File: config.mk
export PLATFORM = sky130hd
export DESIGN_NAME = demux_striping_n
export DESIGN_NICKNAME = d
export VERILOG_FILES = /design/src/rtl/demux_striping_n.sv
export SDC_FILE = /design/constraint.sdc
export NUM_CORES = 1
export LEC_CHECK = 0
export ABC_CLOCK_PERIOD_IN_PS = 3000
export CAP_MARGIN = 10
export CORE_MARGIN = 2
export CORE_UTILIZATION = 40
export CTS_CLUSTER_SIZE = 14
export DETAILED_ROUTE_END_ITERATION = 7
export HOLD_SLACK_MARGIN = 0.15
export MAX_ROUTING_LAYER = met4
export PLACE_DENSITY = 0.78
export SLEW_MARGIN = 20
export SYNTH_ARGS = -nofsm -noshare
export SYNTH_HDL_FRONTEND = slang
export SYNTH_SLANG_ARGS = --single-unit
File: constraint.sdc
create_clock -name clk_2f -period 3 [get_ports clk_2f]
set_input_delay 0.45 -clock clk_2f [delete_from_list [all_inputs] [get_ports clk_2f]]
set_output_delay 0.45 -clock clk_2f [all_outputs]
set_load 0.05 [all_outputs]
File: src/rtl/demux_striping_n.sv
// Round-robin word striper: each valid input word lands on the lane named by lane_ptr.
// Optional feature: define DEMUX_STRIPING_CNT_EN to add a 16-bit saturating word_count output.
module demux_striping_n #(
    parameter int DATA_W = 32,
    parameter int LANES  = 4,
    parameter int PTR_W  = 3
) (
    input  logic                    clk_2f,
    input  logic                    reset,
    input  logic [DATA_W-1:0]       data_input,
    input  logic                    valid_in,
    input  logic [PTR_W-1:0]        active_lanes,
    input  logic                    hold_on_idle,
    output logic [LANES*DATA_W-1:0] lane_data,
    output logic [LANES-1:0]        valid_out,
    output logic [PTR_W-1:0]        lane_ptr,
    output logic                    round_done
`ifdef DEMUX_STRIPING_CNT_EN
    ,
    output logic [15:0]             word_count
`endif
);

    logic [LANES*DATA_W-1:0] lane_data_r;
    logic [LANES-1:0]        valid_r;
    logic [PTR_W-1:0]        ptr_r;
    logic                    done_r;

    logic [PTR_W-1:0]        n_s;
    logic [PTR_W-1:0]        last_s;
    logic                    wr_en_s;
    logic                    adv_s;
    logic [PTR_W-1:0]        ptr_nxt_s;
    logic                    done_nxt_s;
    logic [LANES*DATA_W-1:0] lane_data_nxt_s;
    logic [LANES-1:0]        valid_nxt_s;

    // Effective lane count and pointer/round bookkeeping for the coming edge.
    always_comb begin
        n_s        = active_lanes;
        last_s     = {PTR_W{1'b0}};
        wr_en_s    = 1'b0;
        adv_s      = 1'b0;
        ptr_nxt_s  = ptr_r;
        done_nxt_s = 1'b0;
        if ((active_lanes == {PTR_W{1'b0}}) || (active_lanes > PTR_W'(LANES))) begin
            n_s = PTR_W'(LANES);
        end else begin
            n_s = active_lanes;
        end
        last_s  = n_s - PTR_W'(1);
        // A pointer left beyond a shrunken lane count writes nothing this edge.
        wr_en_s = (ptr_r < n_s);
        adv_s   = valid_in | ~hold_on_idle;
        if (adv_s) begin
            if (ptr_r >= last_s) begin
                ptr_nxt_s = {PTR_W{1'b0}};
            end else begin
                ptr_nxt_s = ptr_r + PTR_W'(1);
            end
        end else begin
            ptr_nxt_s = ptr_r;
        end
        if (valid_in && wr_en_s && (ptr_r == last_s)) begin
            done_nxt_s = 1'b1;
        end else begin
            done_nxt_s = 1'b0;
        end
    end

    // Per-lane next state: write the targeted lane, retire lanes beyond N, hold the rest.
    always_comb begin
        lane_data_nxt_s = lane_data_r;
        valid_nxt_s     = valid_r;
        for (int j = 0; j < LANES; j++) begin
            if (PTR_W'(j) >= n_s) begin
                valid_nxt_s[j] = 1'b0;
            end else if (wr_en_s && (ptr_r == PTR_W'(j))) begin
                valid_nxt_s[j] = valid_in;
                if (valid_in) begin
                    lane_data_nxt_s[j*DATA_W +: DATA_W] = data_input;
                end else begin
                    lane_data_nxt_s[j*DATA_W +: DATA_W] = lane_data_r[j*DATA_W +: DATA_W];
                end
            end else begin
                valid_nxt_s[j] = valid_r[j];
            end
        end
    end

    // State registers; reset drops everything at once so a partial round is discarded.
    always_ff @(posedge clk_2f or negedge reset) begin
        if (!reset) begin
            lane_data_r <= {(LANES*DATA_W){1'b0}};
            valid_r     <= {LANES{1'b0}};
            ptr_r       <= {PTR_W{1'b0}};
            done_r      <= 1'b0;
        end else begin
            lane_data_r <= lane_data_nxt_s;
            valid_r     <= valid_nxt_s;
            ptr_r       <= ptr_nxt_s;
            done_r      <= done_nxt_s;
        end
    end

`ifdef DEMUX_STRIPING_CNT_EN
    logic [15:0] cnt_r;

    // Saturating count of accepted words.
    always_ff @(posedge clk_2f or negedge reset) begin
        if (!reset) begin
            cnt_r <= 16'h0000;
        end else if (valid_in && (cnt_r != 16'hFFFF)) begin
            cnt_r <= cnt_r + 16'h0001;
        end else begin
            cnt_r <= cnt_r;
        end
    end

    assign word_count = cnt_r;
`endif

    assign lane_data  = lane_data_r;
    assign valid_out  = valid_r;
    assign lane_ptr   = ptr_r;
    assign round_done = done_r;

endmodule
==> metrics.md, run 1 <==
| Metric | Value |
|---|---|
| Initial Utilization | 0.411 |
| Most frequent cells in the layout | clkdlybuf4s50_1 (171), dfrtp_1 (136), mux2_2 (125), buf_4 (19), clkbuf_16 (17) |
| Synthesized flop and latch total | approximately 140 |
| Beginning of the worst register-to-register path | lane_ptr[2] |
| Critical path class | input pin to flip-flop |
| CTS sink cnt | approximately 140 |
| Final Cycle Share | 0.974 |
| Die X | approximately 120 µm |
| Cell Rows | 42 |
| First-pass GRT wire length | about 21000 µm |
| Worst hold endpoint | lane_data[94] |
| Max-slew headroom | 0.518 |
| Detailed Routing Iterations Pass 1 | 4 |
| # fillers | around 1000 |
| Primary FF master, synth | dfrtp_1 |
| Yosys cell types | 32 |
| Most common cell after layout, fill and taps aside | clkdlybuf4s50_1 |
| Setup violators final | 0 |
| Ys async rst share | 1.00 |
| Root buf cell | clkbuf_16 |
| DRT antenna net count | 0 |
| Reg2reg setup slack | around 0.4 ns |
| Pin count of the biggest net entering global routing | 80 |
| Antenna diode count | 0 |
| Skew final | approximately 0.0067 ns |
| Via density per instance | slightly below 5 |
| IO Count | around 180 |
| Crit. End Element | flip-flop |
| Worst setup margin | 0.0780 ns |
| Register area share after synthesis | 0.625 |
| Number of flops mapped to enable cells by yosys | 0 |
| Final Hold Fails | 0 |
| DIE AREA | roughly 0.015 mm² |
| Status | finished, final reports clean |
| FF-to-FF path depth | 9 |
| Worst slew pin tran | around 0.72 ns |
| GRT Util Overall | 0.197 |
| PortBufs | 174 |
| Worst-path clk slew | roughly 0.050 ns |
| CTS tree | done |
| Ratio of cells with drive above 1 in the final layout | 0.345 |
| Initial antenna violation count | 0 |
| Vias | 3600 |
| Clk buf depth | 2 |
| Grt ovf | 0 |
| GP Congestion | approximately 0.86 |
| Iter 0 DRT Violations | 98 |
| Element type at the critical path start | input pin |
| Crit path DAT | between 3 and 4 ns |
| Max-cap violations | 0 |
| Clk_lat worst skew | around 0.41 ns |
| Num CTS Buffers | 17 |
| Vias in the first global route | slightly below 4000 |
| Multi-input logic area | 0.00194 mm² |
| Synthesis warning total | 0 |
| Total Wirelength | ~13000 µm |
| Avg WL per Cell | 18.0 µm |
| Layout area overhead | 51.2% |
| Fmax | about 340 MHz |
| Post-Place Worst Slack | -0.553 ns |
| Die H | between 100 and 150 µm |
| DP HPWL | slightly below 9000 µm |
| Final routed DRC violation total | 0 |
| Storage element area | approximately 0.0034 mm² |
| CTS H-tree lvls | 4 |
| CP Max Fanout | 4 |
| Worst EP required | ~3.3 ns |
| Synth Instances | between 300 and 400 |
| Core Area | between 0.01 and 0.015 mm² |
| Hold path depth | 1 |
| Synth Area per Inst | roughly 16 µm² |
| Hold Path Class | flip-flop to flip-flop |
| Min Tclk post-route | slightly below 3 ns |
| Nets@finish | 605 |
| Hold Path Origin | lane_data[94] |
| Mapped cell area | about 0.0054 mm² |
| Reg2reg end | lane_data[78] |
| Syn_nets | a little under 400 |
| Max-slew violations | 0 |
## worst max-delay path by stage
stage               cells after the start       startpoint       endpoint  slack, ns
global placement                       12  active_lanes[1]  lane_data[74]      -0.50
detailed placement                     12  active_lanes[1]  lane_data[27]      -0.55
CTS                                    14  active_lanes[2]  lane_data[84]       0.08
global route                           14  active_lanes[1]  lane_data[64]    -0.0005
finish                                 14  active_lanes[1]  lane_data[78]       0.08
floorplan                              11  active_lanes[1]  lane_data[85]      0.005
## flip-flops by register name, indices dropped and copies added (netlist names)
register,count
valid_out,4
lane_data,128
round_done,1
lane_ptr,3
## final cells by class
| class | instances | share of cell area |
|---|---|---|
| Clock buffer | 25 | 0.0614 |
| Inverter | 8 | 0.00365 |
| Tap cell | 176 | 0.0268 |
| Timing Repair Buffer | 204 | 0.256 |
| Sequential cell | 136 | 0.414 |
| Clock inverter | 3 | 0.00213 |
| Multi-Input combinational cell | 184 | 0.236 |
## layer usage
metal  global-route usage  vias up  wire (µm)
met3               0.0458       21        730
met2                0.328      117       6770
li1                     -     1622          -
met5                    -        -          0
met1                0.234     1840       5500
met4               0.0719        0        234
## logic make-up after synthesis
kind of cell               share of synthesized area
buffers and inverters                         0.0244
and+or+nand+nor                               0.0292
xor gates and xnor gates                     0.00161
adders and majority gates                     0.0345
DFF                                            0.625
AOI/OAI and AO/OA                             0.0202
muxes                                          0.265
## timing repair
item | CTS | global route
gates resized for setup | 4 | 2
hold endpoints to repair | 78 | 0
setup endpoints to repair | 96 | 13
hold buffers | 1 | 0
gates cloned | 3 | 0
pin swaps | 2 | 0
buffers inserted | 9 | 0
## metrics by stage
| stage | hold WS (ns) | instance area [µm²] | instances | setup TNS, ns | util |
|---|---|---|---|---|---|
| global placement | 0.473 | 7550 | 696 | -51.36 | 0.570 |
| floorplan | 0.154 | 5470 | 342 | 0 | - |
| global route | 0.511 | 8230 | 736 | -0.000525 | 0.621 |
| finish | 0.500 | 8230 | 736 | 0 | 0.621 |
| detailed placement | 0.489 | 7550 | 696 | -55.96 | 0.570 |
| CTS | 0.506 | 8260 | 737 | 0 | 0.623 |
## cells in the mapped netlist, types with 2 or more instances
cell type / instances / area share
dfrtp_1: 136 / 0.63
mux2_2: 125 / 0.26
ha_1: 15 / 0.034
nand2_1: 10 / 0.0069
inv_1: 8 / 0.0055
buf_4: 6 / 0.0083
buf_2: 4 / 0.0037
a21o_1: 3 / 0.0041
buf_6: 3 / 0.0062
mux2_1: 3 / 0.0062
a21oi_1: 2 / 0.0018
a31o_2: 2 / 0.0032
nand2b_1: 2 / 0.0023
nand3_1: 2 / 0.0018
nor2_1: 2 / 0.0014
nor2b_1: 2 / 0.0023
o21ai_0: 2 / 0.0018
## worst max-delay path, cell delays in order
cell and delay, ns:
dlygate4sd2_1 0.24, or2_4 0.26, ha_4 0.24, nor2b_4 0.13, inv_2 0.05, ha_1 0.27
and3b_4 0.21, a2111oi_4 0.21, buf_4 0.19, nand2_4 0.05, nor3b_4 0.22, buf_6 0.13
bufbuf_16 0.25, mux2_2 0.32
Power of run 1 is not shown: default switching activity piles up to over one toggle a cycle in this logic, so the estimate is an artifact.
==> run 2, diff against run 1 <==
--- a/config.mk
+++ b/config.mk
@@ -12,4 +12,5 @@
 export CTS_CLUSTER_SIZE = 14
 export DETAILED_ROUTE_END_ITERATION = 7
+export GPL_TIMING_DRIVEN = 0
 export HOLD_SLACK_MARGIN = 0.15
 export MAX_ROUTING_LAYER = met4
==> constraint.sdc (replaced) <==
create_clock -name clk_2f -period 3 [get_ports clk_2f]
set_input_delay 0.45 -clock clk_2f [delete_from_list [all_inputs] [get_ports clk_2f]]
set_output_delay 0.45 -clock clk_2f [all_outputs]
set_load 0.02 [all_outputs]
==> run 2 against run 1 <==
Effect of this change:
- design area increased by 2.8%
- wire length up 0.41%
- worst setup slack improved by 0.057 ns
- worst hold slack got worse by 0.062 ns
- clock-buffer cell count down 5
- via count is essentially flat
- fmax is 2.0% higher
- non-clock buffer count up 1
- core utilization rose by 1.7 points
- clock skew is 0.0015 ns lower
- largest cell class unchanged
==> metrics.md, run 2 (synthesis results as in run 1) <==
| Metric | Value |
|---|---|
| Status | finished, final reports clean |
| Initial Utilization | 0.411 |
| Ratio of cells with drive above 1 in the final layout | 0.359 |
| Max reg flops | roughly 130 |
| RSZ-0062 raised after global routing | false |
| Final Hold Fails | 0 |
| First-pass GRT wire length | 21000 µm |
| DIE AREA | ~0.015 mm² |
| Element type at the critical path start | input pin |
| Via density per instance | 4.86 |
| CTS H-tree lvls | 4 |
| Reg2reg setup slack | 0.32 ns |
| Most common cell after layout, fill and taps aside | clkdlybuf4s50_1 |
| Cell Rows | 42 |
| Most frequent cells in the layout | clkdlybuf4s50_1 (169), dfrtp_1 (136), mux2_2 (122), clkbuf_16 (19), ha_1 (14) |
| CP Cell Sequence | dlymetal6s2s_1 -> or2_4 -> ha_4 -> nor2b_4 -> inv_2 -> ha_1 -> and3b_4 -> a2111oi_4 -> buf_4 -> nand2_4 -> nor3b_4 -> buf_12 -> clkbuf_16 -> mux2_2 |
| Core Area | 0.0132 mm² |
| VDD IR max | approximately 0.00062 V |
| Vias | between 3000 and 4000 |
| Hold Path Class | input pin to flip-flop |
| Layout area overhead | 55.4% |
| Antenna diode count | 0 |
| Avg WL per Cell | approximately 18 µm |
| DRT antenna net count | 0 |
| Final routed DRC violation total | 0 |
| Nets@finish | ~600 |
| Max-slew headroom | 0.718 |
| Fmax | 349 MHz |
| Critical path class | input pin to flip-flop |
| Leakage | about 3.7 nW |
| DP HPWL | 9100 µm |
| Vias in the first global route | about 3900 |
| Min Tclk post-route | between 2 and 3 ns |
| Crit. End Element | flip-flop |
| Total Wirelength | ~13000 µm |
| Pin count of the biggest net entering global routing | slightly above 80 |
| Iter 0 DRT Violations | 160 |
| Grt ovf | 0 |
| CTS tree | done |
| CP max-delay cell | mux2_2 |
| Final Cycle Share | 0.955 |
| Die X | 121 µm |
| Worst slew pin tran | around 0.42 ns |
| Pwr/cell area | between 1000 and 1500 mW/mm² |
| Hold slack | around 0.44 ns |
| Die H | about 120 µm |
| PortBufs | between 150 and 200 |
| IO Count | 175 |
| Detailed Routing Iterations Pass 1 | 4 |
| CP Max Fanout | 8 |
| GP Congestion | roughly 0.75 |
| Initial antenna violation count | 0 |
| Setup TNS | 0 ns |
| Setup violators final | 0 |
| Skew final | between 0.005 and 0.006 ns |
| CTS sink cnt | ~140 |
| GRT Util Overall | 0.196 |
| Slowest stage delay, CP | ~0.32 ns |
| Worst EP required | 3.30 ns |
| Worst-path clk slew | 0.06 ns |
| Max-cap violations | 0 |
| Root buf cell | clkbuf_16 |
| Num CTS Buffers | 17 |
| Crit path DAT | between 3 and 4 ns |
| Max-slew violations | 0 |
| Clk buf depth | 2 |
| Clk_lat worst skew | roughly 0.41 ns |
[run 2: changes by cell type in the layout (fill, tap and decap cells not counted), moves of 4 or more]
| cell | previous run | this run |
|---|---|---|
| mux2_4 | 0 | 4 |
| bufinv_16 | 0 | 8 |
| buf_6 | 2 | 6 |
| buf_4 | 19 | 13 |
[run 2: area by class of cell]
class,instances,area [µm²]
Clock inverter,12,269
Buffer,14,154
Timing Repair Buffer,191,1960
Clock buffer,20,457
Tap cell,176,220
Multi-Input combinational cell,184,1960
Sequential cell,136,3400
Fill cell,1021,4790
Inverter,8,30.0
[run 2: final timing paths]
kind | startpoint | end | cells after the start
hold / removal | valid_in | valid_out[3] | 3
setup / recovery | active_lanes[0] | lane_data[85] | 14
setup reg to reg | lane_ptr[2] | lane_data[85] | 9
max in group asynchronous | reset | lane_data[89] | 3
min in group asynchronous | reset | lane_data[48] | 2
hold reg to reg | lane_data[67] | lane_data[67] | 1
[run 2: where the power goes]
group          internal, mW  total, mW  leakage, nW  switching (mW)
registers              2.74       3.25         1.67           0.510
clock network          1.77       2.54        0.346           0.766
logic                  2.56       4.74         1.69            2.18
[run 2: repair_timing]
item,4_1_cts,5_1_grt
setup buffers,10,3
gates resized for setup,21,10
hold buffers,1,0
endpoints found under the hold margin,54,0
cloned,1,2
endpoints found under the setup margin,126,93
pin swaps,5,4
[run 2: routing by layer]
| layer | track usage | vias to the layer above | share of wire |
|---|---|---|---|
| met2 | 0.330 | 115 | 0.52 |
| met5 | - | - | 0 |
| met1 | 0.230 | 1843 | 0.42 |
| met4 | 0.0654 | 0 | 0.010 |
| met3 | 0.0505 | 12 | 0.051 |
| li1 | - | 1631 | - |
[run 2: stage by stage]
stage | power [mW] | instance area [µm²] | setup WS (ns) | utilization | instances
2_1_floorplan | 5.57 | 5470 | 0.00491 | - | 342
3_3_place_gp | 7.75 | 7420 | -3.60 | 0.560 | 691
3_5_place_dp | 7.90 | 7450 | -0.776 | 0.563 | 692
4_1_cts | 10.6 | 8360 | -0.00821 | 0.631 | 736
5_1_grt | 11.0 | 8460 | 0.0305 | 0.639 | 741
6_report | 10.5 | 8460 | 0.135 | 0.639 | 741
[run 2: critical path, delay by kind of cell]
family	cells	cell delay, ns
adders and majority gates	2	0.48
and+or+nand+nor	5	0.86
buffers and inverters	5	0.74
AOI/OAI and AO/OA	1	0.31
muxes	1	0.32
(Power assumes the default switching activity.)
==> run 3, diff against run 2 <==
Settings changed: DONT_BUFFER_PORTS from default to 1, PLACE_DENSITY 0.78 to 0.61.
==> run 3 against run 2 <==
Effect of this change:
- the run now ends with negative hold slack left
- clock power is 12% lower
- design area is 25% lower
- worst setup slack better by 0.0066 ns
- wire length is 11% lower
- global-route usage is 2.4 points lower
- worst hold slack worse by 0.71 ns
- combinational power is 70% lower
- register-to-register slack worse by 0.09 ns
- power is 22% lower
- critical path depth is 3 lower
- fmax is 0.23% higher
- sequential power is 41% higher
- critical endpoint is now lane_data[60]
- largest power group is now sequential cells
==> metrics.md, run 3 (synthesis results as in run 1) <==
| Metric | Value |
|---|---|
| Status | complete, but fails checks |
| Failing checks | negative hold slack |
| Pwr/cell area | around 1300 mW/mm² |
| Most frequent cells in the layout | dfrtp_1 (135), mux2_2 (125), clkbuf_16 (17), ha_1 (14), nand2_1 (10) |
| Worst EP required | 3.30 ns |
| Iter 0 DRT Violations | between 150 and 200 |
| Initial Utilization | 0.411 |
| Grt ovf | 0 |
| VDD IR max | between 0.0004 and 0.0005 V |
| PortBufs | 0 |
| Ratio of cells with drive above 1 in the final layout | 0.480 |
| DIE AREA | around 0.015 mm² |
| GRT Util Overall | 0.171 |
| Detailed Routing Iterations Pass 1 | 4 |
| Die H | between 100 and 150 µm |
| GP Congestion | approximately 0.77 |
| Layout Cells excl Fill | between 500 and 600 |
| Max-slew violations | 0 |
| Max reg flops | about 130 |
| Antenna diode count | 0 |
| Power Total | between 8 and 9 mW |
| Root buf cell | clkbuf_16 |
| First-pass GRT wire length | 18000 µm |
| Hold Path Class | input pin to asynchronous set/reset pin |
| CTS sink cnt | ~140 |
| CTS H-tree lvls | 4 |
| CP max-delay cell | a2111oi_4 |
| Layout area overhead | 17.1% |
| Total Wirelength | approximately 12000 µm |
| Cell Area, Placed | 0.00569 mm² |
| Clk buf depth | 2 |
| Slowest stage delay, CP | 0.43 ns |
| Initial antenna violation count | 0 |
| Num CTS Buffers | 17 |
| Worst-path clk slew | roughly 0.05 ns |
| Avg WL per Cell | ~21 µm |
| DP HPWL | a little over 8000 µm |
| DRT antenna net count | 0 |
| IO Count | 175 |
| Max-slew headroom | 0.654 |
| Design area | 0.00637 mm² |
| Hold slack | -0.268 ns |
| Via density per instance | ~5.2 |
| Most common cell after layout, fill and taps aside | dfrtp_1 |
| Setup violators final | 0 |
| Worst slew pin tran | between 0.5 and 0.6 ns |
| Vias in the first global route | 3180 |
| Post-Place Cells | 518 |
| Final Cycle Share | 0.953 |
| Cell Rows | between 40 and 50 |
| Core Area | about 0.013 mm² |
| CP top delay family | simple AND/OR/NAND/NOR gates |
| Element type at the critical path start | input pin |
| Final routed DRC violation total | 0 |
| Leakage | approximately 2.9 nW |
| Vias | 2880 |
| Critical path class | input pin to flip-flop |
| Final Hold Fails | ~140 |
| Nets@finish | 418 |
| Die X | approximately 120 µm |
| Fmax | approximately 350 MHz |
| Max-cap violations | 0 |
| CP Max Fanout | 10 |
| Crit path DAT | approximately 3.2 ns |
| Crit. End Element | flip-flop |
| Pin count of the biggest net entering global routing | ~140 |
| Worst path bufs/invs | 2 |
| CP Cell Sequence | or2_4 -> ha_4 -> nor2b_4 -> inv_2 -> ha_1 -> and3b_4 -> a2111oi_4 -> nand2_1 -> nor2_4 -> buf_4 -> mux2_2 |
| Min Tclk post-route | approximately 2.9 ns |
| RSZ-0062 raised after global routing | false |
| CTS tree | done |
| Clk_lat worst skew | roughly 0.42 ns |
| Skew final | between 0.007 and 0.008 ns |
-- run 3: changes by cell type in the layout (fill, tap and decap cells not counted), moves of 3 or more --
| cell | delta |
|---|---|
| mux2_2 | +3 |
| bufinv_16 | -4 |
| clkbuf_8 | +3 |
| buf_4 | -6 |
| buf_12 | -3 |
| buf_6 | -3 |
| clkdlybuf4s50_1 | -169 |
| mux2_4 | -4 |
-- run 3: per-layer routing --
| layer | GRT usage | up-vias | share of wire |
|---|---|---|---|
| met5 | - | - | 0 |
| met3 | 0.0741 | 17 | 0.087 |
| li1 | - | 1246 | - |
| met1 | 0.193 | 1503 | 0.39 |
| met4 | 0.0749 | 0 | 0.022 |
| met2 | 0.266 | 114 | 0.50 |
-- run 3: cell type report --
type                    instances  area (µm²)
fillers                      1151        6870
multi-input cells             184        1930
clock buffers                  25         505
plain buffers                  14         103
well taps                     176         220
clock inverters                 7         138
inverters                       8        30.0
flip-flops and latches        136        3400
repair buffers                  3        37.5
-- run 3: per-stage QoR --
step / setup slack, ns / setup TNS [ns] / util
final: 0.142 / 0 / 0.481
after global routing: 0.0143 / 0 / 0.481
after CTS: 0.0222 / 0 / 0.478
after detailed placement: -0.420 / -40.49 / 0.429
after global placement: -0.377 / -36.01 / 0.429
after floorplan: 0.00491 / 0 / -
-- run 3: where the power goes --
part	leakage, nW	internal [mW]	total (mW)	switching, mW
logic	0.877	0.916	1.43	0.513
clock network	0.313	1.50	2.23	0.733
registers	1.67	2.74	4.59	1.85
-- run 3: worst reg2reg max path, stage by stage (launching register included) --
cell	delay, ns
dfrtp_2	0.50
ha_1	0.40
and3b_4	0.22
a2111oi_4	0.43
nand2_1	0.19
nor2_4	0.29
buf_4	0.28
mux2_2	0.35
-- run 3: timing repair --
| item | 4_1_cts | 5_1_grt |
|---|---|---|
| endpoints found under the hold margin | 136 | 137 |
| endpoints found under the setup margin | 0 | 89 |
| buffers inserted | 0 | 2 |
| resized for setup | 0 | 2 |
-- run 3: path summary, 6_finish.rpt --
path / startpoint / endpoint / slack, ns / cells past startpoint
setup reg to reg: lane_ptr[2] / lane_data[60] / 0.23 / 7
hold / removal: reset / lane_data[20] / -0.27 / 0
min in group clk_2f: data_input[3] / lane_data[67] / 0.17 / 1
setup / recovery: active_lanes[1] / lane_data[60] / 0.14 / 11
hold reg to reg: valid_out[3] / valid_out[3] / 0.64 / 2
max in group asynchronous: reset / lane_ptr[2] / 3.10 / 0
